File: src/rtl/core_pkg.sv
// Shared definitions for the boot loader: state encoding and image header layout.
package core_pkg;

    typedef enum logic [3:0] {
        IDLE,
        HDR_REQ,
        HDR_WAIT,
        DAT_REQ,
        DAT_WAIT,
        SUM_REQ,
        SUM_WAIT,
        DONE,
        ERR
    } loader_state_t;

    localparam int BOOT_BASE_DEF = 0;
    localparam int HDR_LEN       = 0;
    localparam int PAYLOAD_OFS   = 1;

endpackage

File: src/rtl/os_loader.sv
// Boot-image loader: copies a length-prefixed, checksummed image from boot ROM into IMEM.
//  state    | meaning
//  IDLE     | waiting for load_os
//  HDR_REQ  | header read strobe on the bus
//  HDR_WAIT | waiting for payload length
//  DAT_REQ  | payload read strobe on the bus
//  DAT_WAIT | waiting for payload word, written to IMEM on arrival
//  SUM_REQ  | checksum read strobe on the bus
//  SUM_WAIT | waiting for checksum word
//  DONE     | image good, done held while load_os stays high
//  ERR      | bad image, sticky until reset
module os_loader
    import core_pkg::*;
#(
    parameter int DATA_W    = 32,
    parameter int ROM_AW    = 12,
    parameter int IMEM_AW   = 10,
    parameter int BOOT_BASE = BOOT_BASE_DEF
) (
    input  logic               clk,
    input  logic               rst,
    input  logic               reset_all,
    input  logic               load_os,
    output logic               load_os_done,
    output logic               load_os_err,
    output logic               rom_req,
    output logic [ROM_AW-1:0]  rom_addr,
    input  logic               rom_rvalid,
    input  logic [DATA_W-1:0]  rom_rdata,
    output logic               imem_we,
    output logic [IMEM_AW-1:0] imem_addr,
    output logic [DATA_W-1:0]  imem_wdata
);

    localparam int CW         = IMEM_AW + 1;
    localparam int IMEM_DEPTH = 2 ** IMEM_AW;
    localparam logic [ROM_AW-1:0] HDR_A = ROM_AW'(BOOT_BASE) + ROM_AW'(HDR_LEN);
    localparam logic [ROM_AW-1:0] PAY_A = ROM_AW'(BOOT_BASE) + ROM_AW'(PAYLOAD_OFS);

    loader_state_t     state;
    logic [CW-1:0]     len;
    logic [CW-1:0]     idx;
    logic [DATA_W-1:0] sum;
    logic [CW-1:0]     idx_nxt;

    assign idx_nxt = idx + CW'(1);

    always_ff @(posedge clk) begin
        rom_req <= 1'b0;
        imem_we <= 1'b0;
        if (rst || reset_all) begin
            state        <= IDLE;
            len          <= '0;
            idx          <= '0;
            sum          <= '0;
            rom_addr     <= '0;
            imem_addr    <= '0;
            imem_wdata   <= '0;
            load_os_done <= 1'b0;
            load_os_err  <= 1'b0;
        end else if (!load_os && state != DONE && state != ERR) begin
            // abort: any in-flight read is simply never consumed
            state <= IDLE;
        end else begin
            case (state)
                IDLE: begin
                    state    <= HDR_REQ;
                    rom_req  <= 1'b1;
                    rom_addr <= HDR_A;
                end
                HDR_REQ:  state <= HDR_WAIT;
                HDR_WAIT: if (rom_rvalid) begin
                    len <= rom_rdata[CW-1:0];
                    idx <= '0;
                    sum <= '0;
                    if (rom_rdata > DATA_W'(IMEM_DEPTH)) begin
                        state       <= ERR;
                        load_os_err <= 1'b1;
                    end else begin
                        state    <= (rom_rdata == '0) ? SUM_REQ : DAT_REQ;
                        rom_req  <= 1'b1;
                        rom_addr <= PAY_A;
                    end
                end
                DAT_REQ:  state <= DAT_WAIT;
                DAT_WAIT: if (rom_rvalid) begin
                    imem_we    <= 1'b1;
                    imem_addr  <= idx[IMEM_AW-1:0];
                    imem_wdata <= rom_rdata;
                    sum        <= sum + rom_rdata;
                    idx        <= idx_nxt;
                    // checksum sits right after the last payload word, so one address formula serves both
                    state      <= (idx_nxt == len) ? SUM_REQ : DAT_REQ;
                    rom_req    <= 1'b1;
                    rom_addr   <= PAY_A + ROM_AW'(idx_nxt);
                end
                SUM_REQ:  state <= SUM_WAIT;
                SUM_WAIT: if (rom_rvalid) begin
                    if (rom_rdata == sum) begin
                        state        <= DONE;
                        load_os_done <= 1'b1;
                    end else begin
                        state       <= ERR;
                        load_os_err <= 1'b1;
                    end
                end
                DONE: if (!load_os) begin
                    state        <= IDLE;
                    load_os_done <= 1'b0;
                end
                ERR:      state <= ERR;
                default:  state <= IDLE;
            endcase
        end
    end

endmodule

File: config.mk
export PLATFORM = sky130hd
export DESIGN_NAME = os_loader
export DESIGN_NICKNAME = d
export VERILOG_FILES = /design/src/rtl/core_pkg.sv /design/src/rtl/os_loader.sv
export SDC_FILE = /design/constraint.sdc
export NUM_CORES = 1
export LEC_CHECK = 0
export CORE_MARGIN = 8
export CORE_UTILIZATION = 40
export CTS_CLUSTER_SIZE = 20
export DETAILED_ROUTE_END_ITERATION = 12
export SLEW_MARGIN = 10
export SYNTH_ARGS = -nofsm -noshare
export SYNTH_HDL_FRONTEND = slang
export SYNTH_SLANG_ARGS = --single-unit
File: constraint.sdc
create_clock -name clk -period 3 [get_ports clk]
set_input_delay 0.6 -clock clk [delete_from_list [all_inputs] [get_ports clk]]
set_output_delay 0.6 -clock clk [all_outputs]
set_load 0.005 [all_outputs]
==> impl_metrics.ini, run 1 <==
[run_status]
status = finished, final reports clean

[pwr]
p_leak_nw = 3.46
p_total_mw = 4.03
p_int_mw = 3.11
p_comb_frac = 0.074
power.density_nw_per_um2 = 449
clkPwrFrac = 0.543
vdd_ir_drop_max_uv = 380
switchingPower_uw = 919
switching_share = 0.228
sequentialPowerShare = 0.383

[logic_synthesis]
synth_xor_area_frac = 0.0820
syn_avg_cell_area_um2 = 7.73
muxShareOfSynthArea = 0
ys_seq_area_frac = 0.375
yosysUniqueCellTypes = 54
synthArstFlopShare = 0
synthSimpleGateAreaFrac = 0.218
synth_warnings = 0
synthAdderAreaFrac = 0.0719
yosys_most_used_dff = dfxtp_1
syn_inst = 802
synth_edf_count = 0
synth_top_family_by_area = simple AND/OR/NAND/NOR gates
syn_nets = 874
synth_compound_area_frac = 0.218
synth_area_um2 = 6200
yosys_register_bits = 116

[critical_path]
crit_path_top_delay_cell = clkdlybuf4s50_1
max_stage_delay_ns = 0.45
critPathArrivalTime_ns = 3.23
startpoint_type = primary input
cp_max_fo = 4
cp.required_ns = 3.30
path_cells = clkdlybuf4s50_1 > ha_1 > and4_1 > a221o_2 > a21oi_2 > o211ai_1 > a211oi_2 > buf_4 > nor2_1 > nor2_1 > xor2_1 > o21ai_0
crit_top_cell = nor2_1
critical-path-top-delay-family = compound AO/OA/AOI/OAI gates
critPathKind = primary input to flip-flop
cp_num_buf_inv = 2
endpoint_kind = flip-flop

[timing]
clock_skew_ns = 0.00735
min_period_ns = 2.93
max_freq_mhz = 341
setup_viol = 0
rsz0062_at_grt = yes
maxSlewHeadroom = 0.428
tightest_slew_ns = 0.854
hold_viol_final = 0
period_share = 0.978
slew_violations = 0

[placement]
gp_congestion = 0.905
dp.cells = 1157
port-buffer-count = 94
dp_hpwl_mm = 14.3

[drt]
top_layer = met4
num_vias = 6338
antenna_left = 0
dr_wl_met2_mm = 8.69
first_pass_iters = 5
wl_met3_mm = 1.06
drt-vias-per-instance = 5.31
wl_mm = 19.4
routedWlPerCell_um = 16.2
drc = 0
routedLengthMet1_mm = 9.45
dr.first_iter.drc_count = 483

[floorplanning]
num_rows = 45
core_area_um2 = 15100
dieWidth_um = 140
floorplan.initialDensity = 0.409
die-area_um2 = 19700
io_pins = 95
die_y_um = 140

[cts]
cts_root_buffer = clkbuf_16
cts_tree = built
h-tree-depth = 4
clk_pin_slew_ns = 0.06
cts_num_sinks = 116
cts.path.max_buffers = 2
clock_latency_ns = 0.42
cts_buffers = 17

[global_route]
overflow = 0
grt_pass1_vias = 6181
grt_usage = 0.196
grt_max_degree = 69
grt_antenna_before_repair = 0
grt_pass1_wl_mm = 31.6

[final_layout]
n_antenna_cell = 0
drive_above_1_share = 0.192
final_cells = 1193
syn2layout_area_growth_pct = 44.7
layout.nets = 1064
n_fill_cell = 1350

[job]
maxCapViolations = 0

[hold_path]
hp-class = flip-flop to flip-flop
synth_stat cells (all sizes together) (3+ instances only):
| cell | number | area, um^2 |
|---|---|---|
| a22o | 6 | 52.6 |
| or2 | 4 | 25.0 |
| a22oi | 11 | 82.6 |
| a21oi | 97 | 485 |
| ha | 34 | 425 |
| o21bai | 3 | 22.5 |
| o31ai | 3 | 22.5 |
| dfxtp | 116 | 2320 |
| a211oi | 5 | 47.5 |
| o211ai | 5 | 37.5 |
| o21ai | 61 | 313 |
| inv | 11 | 41.3 |
| buf | 5 | 25.0 |
| nand3 | 12 | 60.1 |
| a21o | 8 | 60.1 |
| nand4 | 9 | 56.3 |
| nor4 | 17 | 106 |
| xnor2 | 26 | 228 |
| o21a | 5 | 37.5 |
| nor3 | 23 | 115 |
| a31oi | 4 | 31.3 |
| nor2 | 47 | 176 |
| or3 | 4 | 25.0 |
| xor2 | 32 | 280 |
| a311oi | 3 | 26.3 |
| nand2b | 3 | 18.8 |
| nand2 | 180 | 676 |
| clkbuf | 42 | 158 |
kinds of logic (layout without fill, tap and decap cells):
kind of cell	Yosys count	in the layout
AOI/OAI and AO/OA	224	224
xor gates and xnor gates	58	58
adders and majority gates	35	35
buffers and inverters	58	261
DFF	116	116
and+or+nand+nor	311	311
tightest hold or removal path, stage by stage, from the launching register on:
cell and delay [ns]:
dfxtp_1 0.31, nand2_1 0.05, nand2_1 0.04
layer usage:
layer	GRT usage	up-vias
li1	-	3196
met1	0.263	2968
met2	0.307	157
met3	0.0438	17
met4	0.0571	0
met5	0	-
through the flow:
stage	TNS [ns]	util	setup slack [ns]	cell area, um^2	hold slack, ns
after global routing	-0.212	0.592	-0.0959	8970	0.474
final	0	0.592	0.0669	8970	0.448
after detailed placement	-11.70	0.536	-0.550	8120	0.443
after floorplan	0	-	0.157	6200	0.420
after CTS	-0.0132	0.579	-0.0132	8770	0.451
after global placement	-10.97	0.536	-0.529	8120	0.430
registers in the layout, indices dropped and copies added, names as in the netlist:
| name | count |
|---|---|
| imem_wdata | 32 |
| load_os_err | 1 |
| idx | 11 |
| imem_addr | 10 |
| load_os_done | 1 |
| sum | 32 |
| len | 11 |
| rom_req | 1 |
| rom_addr | 12 |
| imem_we | 1 |
| state | 4 |
repair_timing:
action,CTS,global route
gates resized for setup,2,29
setup buffers,1,3
endpoints found under the setup margin,7,25
pin swaps,3,16
hold buffers,0,0
path summary, 6_finish.rpt:
check | startpoint | end | slack (ns) | depth (start not counted)
setup reg to reg | idx[0] | rom_addr[9] | 0.30 | 9
hold reg to reg | sum[26] | sum[26] | 0.45 | 2
hold / removal | sum[26] | sum[26] | 0.45 | 2
setup / recovery | rom_rdata[7] | sum[22] | 0.07 | 12
cell usage in the layout (no fill, tap or decap), types with 5 or more instances in the layout:
master / netlist / layout
clkdlybuf4s50_1: 0 / 88
dfxtp_1: 116 / 116
nor3_1: 23 / 21
clkinv_4: 0 / 5
a21o_1: 8 / 8
nor2_1: 47 / 46
ha_1: 34 / 27
nand3_1: 12 / 12
clkbuf_16: 0 / 17
a22oi_1: 11 / 11
nand2_1: 180 / 180
nor4_1: 17 / 15
nand4_1: 9 / 9
ha_4: 0 / 6
inv_1: 11 / 11
buf_4: 0 / 123
o211ai_1: 5 / 5
a21oi_1: 97 / 93
dlymetal6s2s_1: 0 / 6
o21a_1: 5 / 5
o21ai_0: 58 / 56
xor2_1: 32 / 32
xnor2_1: 26 / 26
a22o_1: 6 / 6
power groups by stage:
stage | logic (mW) | clock network [mW] | registers (mW)
floorplan | 0.112 | 0 | 1.58
global placement | 0.284 | 0 | 1.58
detailed placement | 0.287 | 0 | 1.58
CTS | 0.290 | 2.22 | 1.54
global route | 0.324 | 2.29 | 1.54
finish | 0.298 | 2.19 | 1.54
layout make-up:
cell class,count,area (um^2),share of cell area
Clock buffer,18,439,0.0490
Clock inverter,14,201,0.0225
Inverter,11,41.3,0.00461
Multi-Input combinational cell,628,3830,0.427
Sequential cell,116,2320,0.259
Tap cell,188,235,0.0262
Timing Repair Buffer,218,1900,0.212
Power figures use the tool's default switching activity.
==> run 2, diff against run 1 <==
PLACE_DENSITY = 0.68   (was not set)
==> run 2 against run 1 <==
  * Worst hold slack worse by 0.0029 ns
  * Sequential power hardly changed
  * Clock skew is 0.0012 ns higher
  * Worst setup slack better by 0.048 ns
  * Critical path depth stayed put
  * Sequential cell count stayed put
  * Die area stayed put
==> impl_metrics.ini, run 2 (synthesis results as in run 1) <==
[run_status]
status = finished, final reports clean

[timing]
max_freq_mhz = 347
hold_slack_ns = 0.445
min_period_ns = 2.88
hold_viol_final = 0
slew_violations = 0
tns_ns = 0
tightest_slew_ns = 0.830
rsz0062_at_grt = no
maxSlewHeadroom = 0.444
clock_skew_ns = 0.00854
setup_viol = 0
period_share = 0.962

[cts]
cts.path.max_buffers = 2
cts_tree = built
cts_buffers = 17
cts_root_buffer = clkbuf_16
clock_latency_ns = 0.42
clk_pin_slew_ns = 0.06
cts_num_sinks = 116
h-tree-depth = 4

[critical_path]
critPathKind = primary input to flip-flop
crit_path_top_delay_cell = clkdlybuf4s50_1
crit_top_cell = o21ai_2
cp_max_fo = 3
endpoint_kind = flip-flop
cp.required_ns = 3.36
rr_startpoint = idx[1]
r2r_cells = 10
r2r_slack_ns = 0.30
r2r_end = state[1]
max_stage_delay_ns = 0.49
startpoint_type = primary input
path_cells = clkdlybuf4s50_1 > ha_4 > and4_1 > a221o_2 > buf_4 > a31oi_4 > a211oi_2 > o21ai_2 > o311a_1 > xor2_1 > or3_1 > o21ai_2
critPathArrivalTime_ns = 3.24

[hold_path]
min_path_cells = 2
worst_hold_path.endpoint = sum[26]
worstHoldStart = sum[26]
hp-class = flip-flop to flip-flop

[final_layout]
syn2layout_area_growth_pct = 44.9
reg_top3 = imem_wdata (32), sum (32), rom_addr (12)
layout.nets = 1059
fin_area_um2 = 8980
drive_above_1_share = 0.186
n_antenna_cell = 0
final_common_cell = nand2_1
layout_common_cells = nand2_1, buf_4, dfxtp_1, a21oi_1, clkdlybuf4s50_1

[placement]
dp_hpwl_mm = 13.5
gp_congestion = 0.887
port-buffer-count = 94
placed_cell_area_um2 = 8100

[pwr]
power.density_nw_per_um2 = 472
vdd_ir_drop_max_uv = 379
p_leak_nw = 3.50

[global_route]
use_met1 = 0.252
grt_pass1_vias = 6013
grt_pass1_wl_mm = 30.3
grt_busiest_layer = met2
met3_usage = 0.0445
use_met2 = 0.288
overflow = 0
grt_usage = 0.188
grt_max_degree = 69
grt_antenna_before_repair = 0

[floorplanning]
die-area_um2 = 19700
num_rows = 45
dieWidth_um = 140
core_area_um2 = 15100
io_pins = 95
floorplan.initialDensity = 0.409
die_y_um = 140

[drt]
dr.first_iter.drc_count = 508
first_pass_iters = 5
drt-vias-per-instance = 5.30
num_vias = 6301
drc = 0
antenna_left = 0
routedWlPerCell_um = 15.6
wl_mm = 18.5

[job]
maxCapViolations = 0
[run 2: cell types whose count changed in the layout (fill, tap and decap cells not counted), sizes merged]
cell	change
dlygate4sd2	+1
clkinvlp	-2
clkbuf	+3
clkdlybuf4s50	-2
dlymetal6s2s	+1
inv	-1
buf	-5
bufinv	+2
clkinv	-2
[run 2: repair_timing]
| action | in CTS | in global routing |
|---|---|---|
| gates resized for setup | 5 | 26 |
| hold buffers | 0 | 0 |
| endpoints found under the hold margin | 0 | 0 |
| setup endpoints to repair | 7 | 18 |
| pin swaps | 4 | 16 |
| setup buffers | 0 | 1 |
[run 2: worst max-delay path by stage]
stage | startpoint | endpoint
floorplan | rom_rdata[0] | sum[24]
global placement | rom_rdata[0] | sum[24]
detailed placement | rom_rdata[0] | sum[30]
CTS | rom_rdata[8] | sum[31]
global route | rom_rdata[10] | sum[30]
finish | rom_rdata[10] | sum[31]
[run 2: cell type report]
class	instances	area [um^2]
Multi-Input combinational cell	628	3820
Sequential cell	116	2320
Fill cell	1323	6160
Inverter	11	41.3
Timing Repair Buffer	213	1860
Clock buffer	21	480
Clock inverter	11	220
Tap cell	188	235
[run 2: metrics by stage]
| stage | instances | total power, mW | setup WS [ns] | util |
|---|---|---|---|---|
| 4_1_cts | 1187 | 4.26 | 0.0174 | 0.583 |
| 6_report | 1188 | 4.24 | 0.115 | 0.593 |
| 5_1_grt | 1188 | 4.38 | 0.00429 | 0.593 |
| 2_1_floorplan | 802 | 1.69 | 0.157 | - |
| 3_3_place_gp | 1155 | 1.86 | -0.514 | 0.535 |
| 3_5_place_dp | 1155 | 1.86 | -0.634 | 0.535 |
[run 2: critical path, delay by kind of cell]
| kind | cells | cell delay [ns] |
|---|---|---|
| AOI/OAI and AO/OA | 6 | 1.06 |
| adders and majority gates | 1 | 0.31 |
| and+or+nand+nor | 2 | 0.53 |
| buffers and inverters | 2 | 0.61 |
| xor gates and xnor gates | 1 | 0.15 |
[run 2: report_power, final]
part | switching, mW | internal [mW] | leakage, nW
Clock | 0.752 | 1.65 | 0.344
Combinational | 0.148 | 0.144 | 2.22
Sequential | 0.00193 | 1.54 | 0.934
[run 2: metal layers]
layer | routed length [um] | part of all wire | vias up
li1 | - | - | 3183
met5 | 0 | 0 | -
met3 | 1090 | 0.059 | 22
met1 | 8990 | 0.48 | 2920
met4 | 313 | 0.017 | 0
met2 | 8160 | 0.44 | 176
==> run 3, diff against run 2 <==
CORE_UTILIZATION = 45   (was 40)
PLACE_DENSITY = 0.74   (was 0.68)
==> run 3 against run 2 <==
  * Non-clock buffer count shrank 6
  * Largest power group unchanged
  * Routed wire length shrank 0.11%
  * Largest cell class unchanged
  * Worst setup slack lost 0.030 ns
==> impl_metrics.ini, run 3 (synthesis results as in run 1) <==
[run_status]
status = finished, final reports clean

[floorplanning]
core_area_um2 = 13700
die-area_um2 = 17800
die_y_um = 133
num_rows = 43
floorplan.initialDensity = 0.453
dieWidth_um = 133
io_pins = 95

[final_layout]
post-route-util = 0.649
syn2layout_area_growth_pct = 43.1
final_common_cell = nand2_1
register_area_um2 = 2320
fin_area_um2 = 8870
n_fill_cell = 1220
layout_common_cells = nand2_1, dfxtp_1, buf_4, a21oi_1, clkdlybuf4s50_1
final_cells = 1174
multi_input_area_um2 = 3830
drive_above_1_share = 0.184
layout.nets = 1053
reg_top3 = imem_wdata (32), sum (32), rom_addr (12)
n_antenna_cell = 0

[drt]
antenna_left = 0
wl_mm = 18.5
routedWlPerCell_um = 15.8
num_vias = 6305
drt-vias-per-instance = 5.37
drc = 0
first_pass_iters = 5
dr.first_iter.drc_count = 508

[global_route]
grt_pass1_vias = 6209
overflow = 0
grt_pass1_wl_mm = 30.4
grt_antenna_before_repair = 0
grt_usage = 0.207
grt_max_degree = 69

[critical_path]
path_cells = clkdlybuf4s50_1 > ha_1 > a21o_1 > a21oi_2 > o21ai_1 > or4_1 > a221oi_2 > o211ai_1 > a31oi_1 > xor2_1 > o21ai_0
rr_startpoint = sum[0]
max_stage_delay_ns = 0.51
crit_path_top_delay_cell = or4_1
critPathKind = primary input to flip-flop
critPathLaunch = rom_rdata[14]
cp.depth = 11
r2r_slack_ns = 0.32
cp_num_buf_inv = 1
startpoint_type = primary input
endpoint = sum[30]
r2r_cells = 11
cp.required_ns = 3.28
critical-path-top-delay-family = compound AO/OA/AOI/OAI gates
endpoint_kind = flip-flop
cp_max_fo = 3
r2r_end = sum[18]
critPathArrivalTime_ns = 3.20

[placement]
placed_cell_area_um2 = 8030
port-buffer-count = 94
gp_congestion = 0.880
dp_hpwl_mm = 13.3
dp.cells = 1141

[cts]
h-tree-depth = 4
cts_tree = built
cts.path.max_buffers = 2
clock_latency_ns = 0.42
cts_num_sinks = 116
clk_pin_slew_ns = 0.06
cts_root_buffer = clkbuf_16
cts_buffers = 17

[timing]
tightest_slew_ns = 0.722
hold_slack_ns = 0.445
max_freq_mhz = 343
clock_skew_ns = 0.00831
maxSlewHeadroom = 0.519
hold_viol_final = 0
setup_viol = 0
slew_violations = 0
min_period_ns = 2.91
period_share = 0.971

[pwr]
vdd_ir_drop_max_uv = 380
power.density_nw_per_um2 = 458
p_leak_nw = 3.42
p_total_mw = 4.06

[hold_path]
hp-class = flip-flop to flip-flop
min_path_cells = 2

[job]
maxCapViolations = 0
-- run 3: cell types whose count changed in the layout (fill, tap and decap cells not counted), moves of 2 or more --
cell / delta
o21ai_2: -2
clkbuf_8: -3
buf_4: -5
dlymetal6s2s_1: -2
a221oi_2: +2
a21oi_2: +2
clkinv_2: +3
a21oi_1: -2
-- run 3: how the worst min path moves through the flow --
stage	from	end
after global routing	sum[26]	sum[26]
after global placement	sum[26]	sum[26]
final	sum[26]	sum[26]
after floorplan	sum[26]	sum[26]
after detailed placement	sum[26]	sum[26]
after CTS	sum[26]	sum[26]
-- run 3: where the power goes --
group | internal, mW | switching [mW] | total [mW]
clock network | 1.49 | 0.734 | 2.23
logic | 0.140 | 0.147 | 0.287
registers | 1.54 | 0.00214 | 1.55
-- run 3: final cells by class --
| type | count | area share |
|---|---|---|
| well taps | 180 | 0.0254 |
| clock buffers | 19 | 0.0499 |
| repair buffers | 207 | 0.203 |
| multi-input cells | 628 | 0.432 |
| flip-flops and latches | 116 | 0.262 |
| inverters | 11 | 0.00465 |
| clock inverters | 13 | 0.0231 |
-- run 3: per-layer routing --
metal / vias up / wire, um / track usage / share of wire
li1: 3167 / - / - / -
met1: 2953 / 8700 / 0.261 / 0.47
met3: 19 / 931 / 0.0557 / 0.050
met5: - / 0 / 0 / 0
met4: 0 / 283 / 0.0649 / 0.015
met2: 166 / 8610 / 0.336 / 0.46
-- run 3: worst min-delay path, cell delays in order (launching register included) --
cell	delay [ns]
dfxtp_1	0.31
nand2_1	0.05
nand2_1	0.04
-- run 3: through the flow --
step                worst slack (ns)  TNS (ns)
finish                        0.0857         0
global route                -0.00934   -0.0177
CTS                           0.0210         0
detailed placement            -0.593    -10.48
global placement              -0.521     -8.79
floorplan                      0.157         0
-- run 3: what timing repair did --
action / 4_1_cts / 5_1_grt
cloned: 0 / 0
pin swaps: 5 / 10
buffers inserted: 0 / 1
resized for setup: 10 / 22
hold buffers: 0 / 0
setup endpoints to repair: 5 / 20
==> patch 1, RTL diff (flow settings as in run 1) <==
Encoding of `loader_state_t`: now Gray code (4 bits for 9 states).
--- a/src/rtl/core_pkg.sv
+++ b/src/rtl/core_pkg.sv
@@ -4,11 +4,11 @@
     typedef enum logic [3:0] {
-        IDLE,
-        HDR_REQ,
-        HDR_WAIT,
-        DAT_REQ,
-        DAT_WAIT,
-        SUM_REQ,
-        SUM_WAIT,
-        DONE,
-        ERR
+        IDLE     = 4'b0000,
+        HDR_REQ  = 4'b0001,
+        HDR_WAIT = 4'b0011,
+        DAT_REQ  = 4'b0010,
+        DAT_WAIT = 4'b0110,
+        SUM_REQ  = 4'b0111,
+        SUM_WAIT = 4'b0101,
+        DONE     = 4'b0100,
+        ERR      = 4'b1100
     } loader_state_t;
Formal check against the unedited RTL: same outputs for any inputs over 4 cycles, from zero or initial values; so few cycles prove little.
==> patch 1 against run 1 <==
Hold slack improved by 0.0017 ns. Highest routed layer unchanged. Largest cell class unchanged. Routed wire length is 6.1% higher. Design area grew 4.2%. Count of clock-buffer cells in the layout rose by 8. Critical endpoint is now sum[28]. Non-clock buffer count increased by 1. Sequential cell count did not move. Synthesized area grew 4.4%. Power fell by 2.5%. Worst setup slack improved by 0.0052 ns.
==> patch 1: results (changes against run 1) <==
status finished, final reports clean; first-iteration detailed-routing DRC count 323 (-33%); Critical Path Source rom_rdata[11]; total chip power 3930 µW (-2.5%); hold slack 0.450 ns (+0.00170 ns); RR Endpoint sum[28]; Finished Layout Cells 1229 (+3.0%); Hold EP imem_addr[5]; Place WS -0.653 ns (-0.103 ns); r2r setup slk 0.18 ns (-0.12 ns); Data arrival, critical path 3.22 ns (about the same); # nets final 1073 (+0.85%); Register-to-Register Path Depth 12 (+3); syn nets 891 (+1.9%); Synth Instances 820 (+2.2%); Hold Startpoint imem_addr[5]; pin count of the biggest net entering global routing 55 (-20%); slowest CP cell clkdlybuf4s50_1; Distinct cells, synth 61 (+13%); share of layout cells above drive strength 1 0.202 (+0.0103); Slew headroom 0.621 (+0.193); Post-Route Skew 0.00731 ns (-0.0000466 ns); total track usage 0.201 (+0.00499); placed cell area 0.00843 mm² (+3.9%); P_leak 0.00367 µW (+6.0%); Post-synth top cells nand2_1, dfxtp_1, a21oi_1, nor2_1, o21ai_0; Max VDD drop 0.000386 V (+1.5%); top post-synthesis cells by area dfxtp_1, nand2_1, ha_1, a21oi_1, xnor2_1; first-pass GRT wire length 32800 µm (+3.9%); synth warn 0 (unchanged); Final HPWL DP 15300 µm (+6.8%); CP Max Fanout 2 (-2); vias 6542 (+3.2%); gp weighted congestion 0.946 (+4.5%); register area share after synthesis 0.359 (-0.0157); wirelength, routed 20600 µm (+6.1%); reg2reg start sum[0]
-- patch 1: per-layer routing --
layer / wire length, µm / track usage
met1: 8540 / 0.221
met2: 10700 / 0.363
met3: 869 / 0.0474
met4: 435 / 0.0789
met5: 0 / 0
-- patch 1: kinds of logic (layout without fill, tap and decap cells) --
kind of cell | after synthesis | in the layout | synth area share
muxes | 13 | 13 | 0.0201
AOI/OAI and AO/OA | 220 | 220 | 0.215
adders and majority gates | 34 | 34 | 0.0669
xor gates and xnor gates | 60 | 60 | 0.0813
buffers and inverters | 67 | 260 | 0.0429
DFF | 116 | 116 | 0.359
and+or+nand+nor | 310 | 310 | 0.215
-- patch 1: worst min-delay path, stage by stage, from the launching register on --
cell and delay (ns):
dfxtp_1 0.30, nand2_1 0.05, a21oi_1 0.05
-- patch 1: repair_timing --
action,in CTS,in global routing
pin swaps,4,23
setup endpoints to repair,14,17
buffers inserted,1,3
gates resized for setup,8,51
-- patch 1: layout make-up --
| cell class | instances | area (µm²) |
|---|---|---|
| sequential | 116 | 2320 |
| tap | 216 | 270 |
| clock buffer | 26 | 499 |
| multi-input combinational | 637 | 4180 |
| clock inverter | 4 | 95.1 |
| inverter | 11 | 41.3 |
| fill | 1399 | 6490 |
| timing repair buffer | 219 | 1940 |
-- patch 1: report_power, final --
group | internal (µW) | switching (µW)
clock network | 1380 | 686
registers | 1540 | 3.01
logic | 153 | 161
total | 3080 | 850
-- patch 1: how the worst max path moves through the flow --
| stage | end | slack [ns] | cells after the start |
|---|---|---|---|
| global placement | sum[30] | -0.63 | 13 |
| floorplan | sum[30] | 0.004 | 12 |
| CTS | sum[30] | -0.01 | 12 |
| finish | sum[28] | 0.07 | 12 |
| global route | sum[31] | -0.02 | 12 |
| detailed placement | sum[30] | -0.65 | 13 |
==> patch 2, RTL diff (config.mk and constraints of run 1) <==
Made on the original files. `ROM_AW`: 12 -> 14.
--- a/src/rtl/os_loader.sv
+++ b/src/rtl/os_loader.sv
@@ -15,3 +15,3 @@
     parameter int DATA_W    = 32,
-    parameter int ROM_AW    = 12,
+    parameter int ROM_AW    = 14,
     parameter int IMEM_AW   = 10,
Ports: changed (resized rom_addr); port bits go from 95 to 97. The function was not compared with the original's and may differ.
==> patch 2 against run 1 <==
Worst setup slack improved by 0.073 ns. Synthesized cell count increased by 6.7%. Synthesized area increased by 6.6%. Power decreased by 1.8%. Via count increased by 3.5%. Critical path type unchanged. Sequential cell count unchanged. Design area increased by 2.2%. Routed wire length increased by 1.1%.
==> patch 2: results (changes against run 1) <==
Critical Path Source rom_rdata[17]; CTS Buffer Depth 2 (unchanged); Async SR Flop Fraction 0 (unchanged); Post-synth top cells nand2_1, dfxtp_1, a21oi_1, nor2_1, clkbuf_1; total track usage 0.193 (-0.00233); synth warn 0 (unchanged); top post-synthesis cells by area dfxtp_1, nand2_1, a21oi_1, ha_1, xnor2_1; drt via density 5.17 (-2.7%); H-tree depth 4 (unchanged); Worst Max-Slew Pin Slew 0.503 ns (-0.351 ns); gp weighted congestion 0.846 (-6.5%); Synth area leader dfxtp_1; share of layout cells above drive strength 1 0.178 (-0.0138); Max VDD drop 0.000377 V (-0.90%); status finished, final reports clean; Largest regs imem_wdata x32, sum x32, rom_addr x12; Place WS -0.443 ns (+0.107 ns); r2r setup slk 0.50 ns (+0.20 ns); P_leak 0.00353 µW (+1.9%); register area share after synthesis 0.352 (-0.0231); cts bufs inserted 17 (unchanged); Final HPWL DP 14500 µm (+1.1%); # nets final 1108 (+4.1%); placed cell area 0.00852 mm² (+5.0%); Main synth FF type dfxtp_1; Post-Route Skew 0.0128 ns (+0.00542 ns); Critical Path Max Stage Delay 0.55 ns (+0.10 ns); CTS root buffer clkbuf_16; number of global-route vias before repair 6406 (+3.6%); fill count 1619 (+20%); first-pass GRT wire length 32000 µm (+1.3%); worst hold-check path type flop to flop; reg2reg start sum[18]; wirelength, routed 19600 µm (+1.1%); Worst setup endpoint sum[30]; first drt pass iteration count 4 (-1); Final Cycle Share 0.953 (-0.0243); first-iteration detailed-routing DRC count 381 (-21%); initial antenna violation count 0 (unchanged); CP top delay family compound AO/OA/AOI/OAI gates; pin count of the biggest net entering global routing 78 (+13%); DRC 0 (unchanged); IO Port Bufs 94 (unchanged); setup bufs post-CTS 0 (-1); worst skew pair latency 0.42 ns (about the same); hold violation total from the final report 0 (unchanged); Distinct cells, synth 75 (+39%); Data arrival, critical path 3.17 ns (-0.06 ns); CP Max Fanout 6 (+2); RR Endpoint sum[30]
## patch 2: cells by family after synthesis
logic type                 Yosys count  share of synthesized area
and+or+nand+nor                    350                      0.242
AOI/OAI and AO/OA                  228                      0.214
DFF                                116                      0.352
buffers and inverters               70                     0.0479
xor gates and xnor gates            56                     0.0765
adders and majority gates           35                     0.0675
other                                1                   0.000568
## patch 2: final cells by class
class,instances,area (µm²),share of cell area
inverters,14,52.6,0.00573
clock buffers,20,457,0.0498
flip-flops and latches,116,2320,0.253
well taps,220,275,0.0300
clock inverters,12,153,0.0167
repair buffers,216,1890,0.207
multi-input cells,671,4010,0.438
## patch 2: worst min path at each step
stage / startpoint / end / slack [ns] / depth (start not counted)
after CTS: rom_addr[11] / rom_addr[11] / 0.45 / 2
after floorplan: sum[12] / sum[12] / 0.43 / 2
final: rom_addr[11] / rom_addr[11] / 0.45 / 2
after global placement: rom_addr[11] / rom_addr[11] / 0.44 / 2
after global routing: imem_wdata[6] / imem_wdata[6] / 0.48 / 2
after detailed placement: rom_addr[11] / rom_addr[11] / 0.45 / 2
## patch 2: worst min-delay path, delay by kind of cell, from the launching register on
family           cells  cell delay [ns]
flip-flops           1             0.30
AND/OR/NAND/NOR      1             0.05
AO/OA/AOI/OAI        1             0.05
## patch 2: what timing repair did
action | 4_1_cts | 5_1_grt
hold buffers | 0 | 0
pin swaps | 0 | 3
gates resized for setup | 1 | 8
endpoints found under the setup margin | 1 | 13
## patch 2: where the power goes
part	switching [µW]	leakage (µW)	internal (µW)	total, µW
combinational	152	0.00230	154	306
sequential	3.00	0.000934	1540	1550
clock	756	0.000289	1350	2110
## patch 2: layer usage
metal | track usage | routed length [µm] | vias to the layer above
met3 | 0.0399 | 1090 | 15
met5 | 0 | 0 | -
met2 | 0.323 | 9430 | 141
met4 | 0.0581 | 232 | 0
li1 | - | - | 3357
met1 | 0.245 | 8840 | 3045
## patch 2: metrics by stage
stage / utilization / std cells / hold WS [ns] / total power (µW)
floorplan: - / 857 / 0.429 / 1710
global placement: 0.521 / 1237 / 0.441 / 1880
detailed placement: 0.521 / 1237 / 0.446 / 1880
CTS: 0.559 / 1269 / 0.451 / 3980
global route: 0.561 / 1269 / 0.476 / 4070
finish: 0.561 / 1269 / 0.446 / 3960
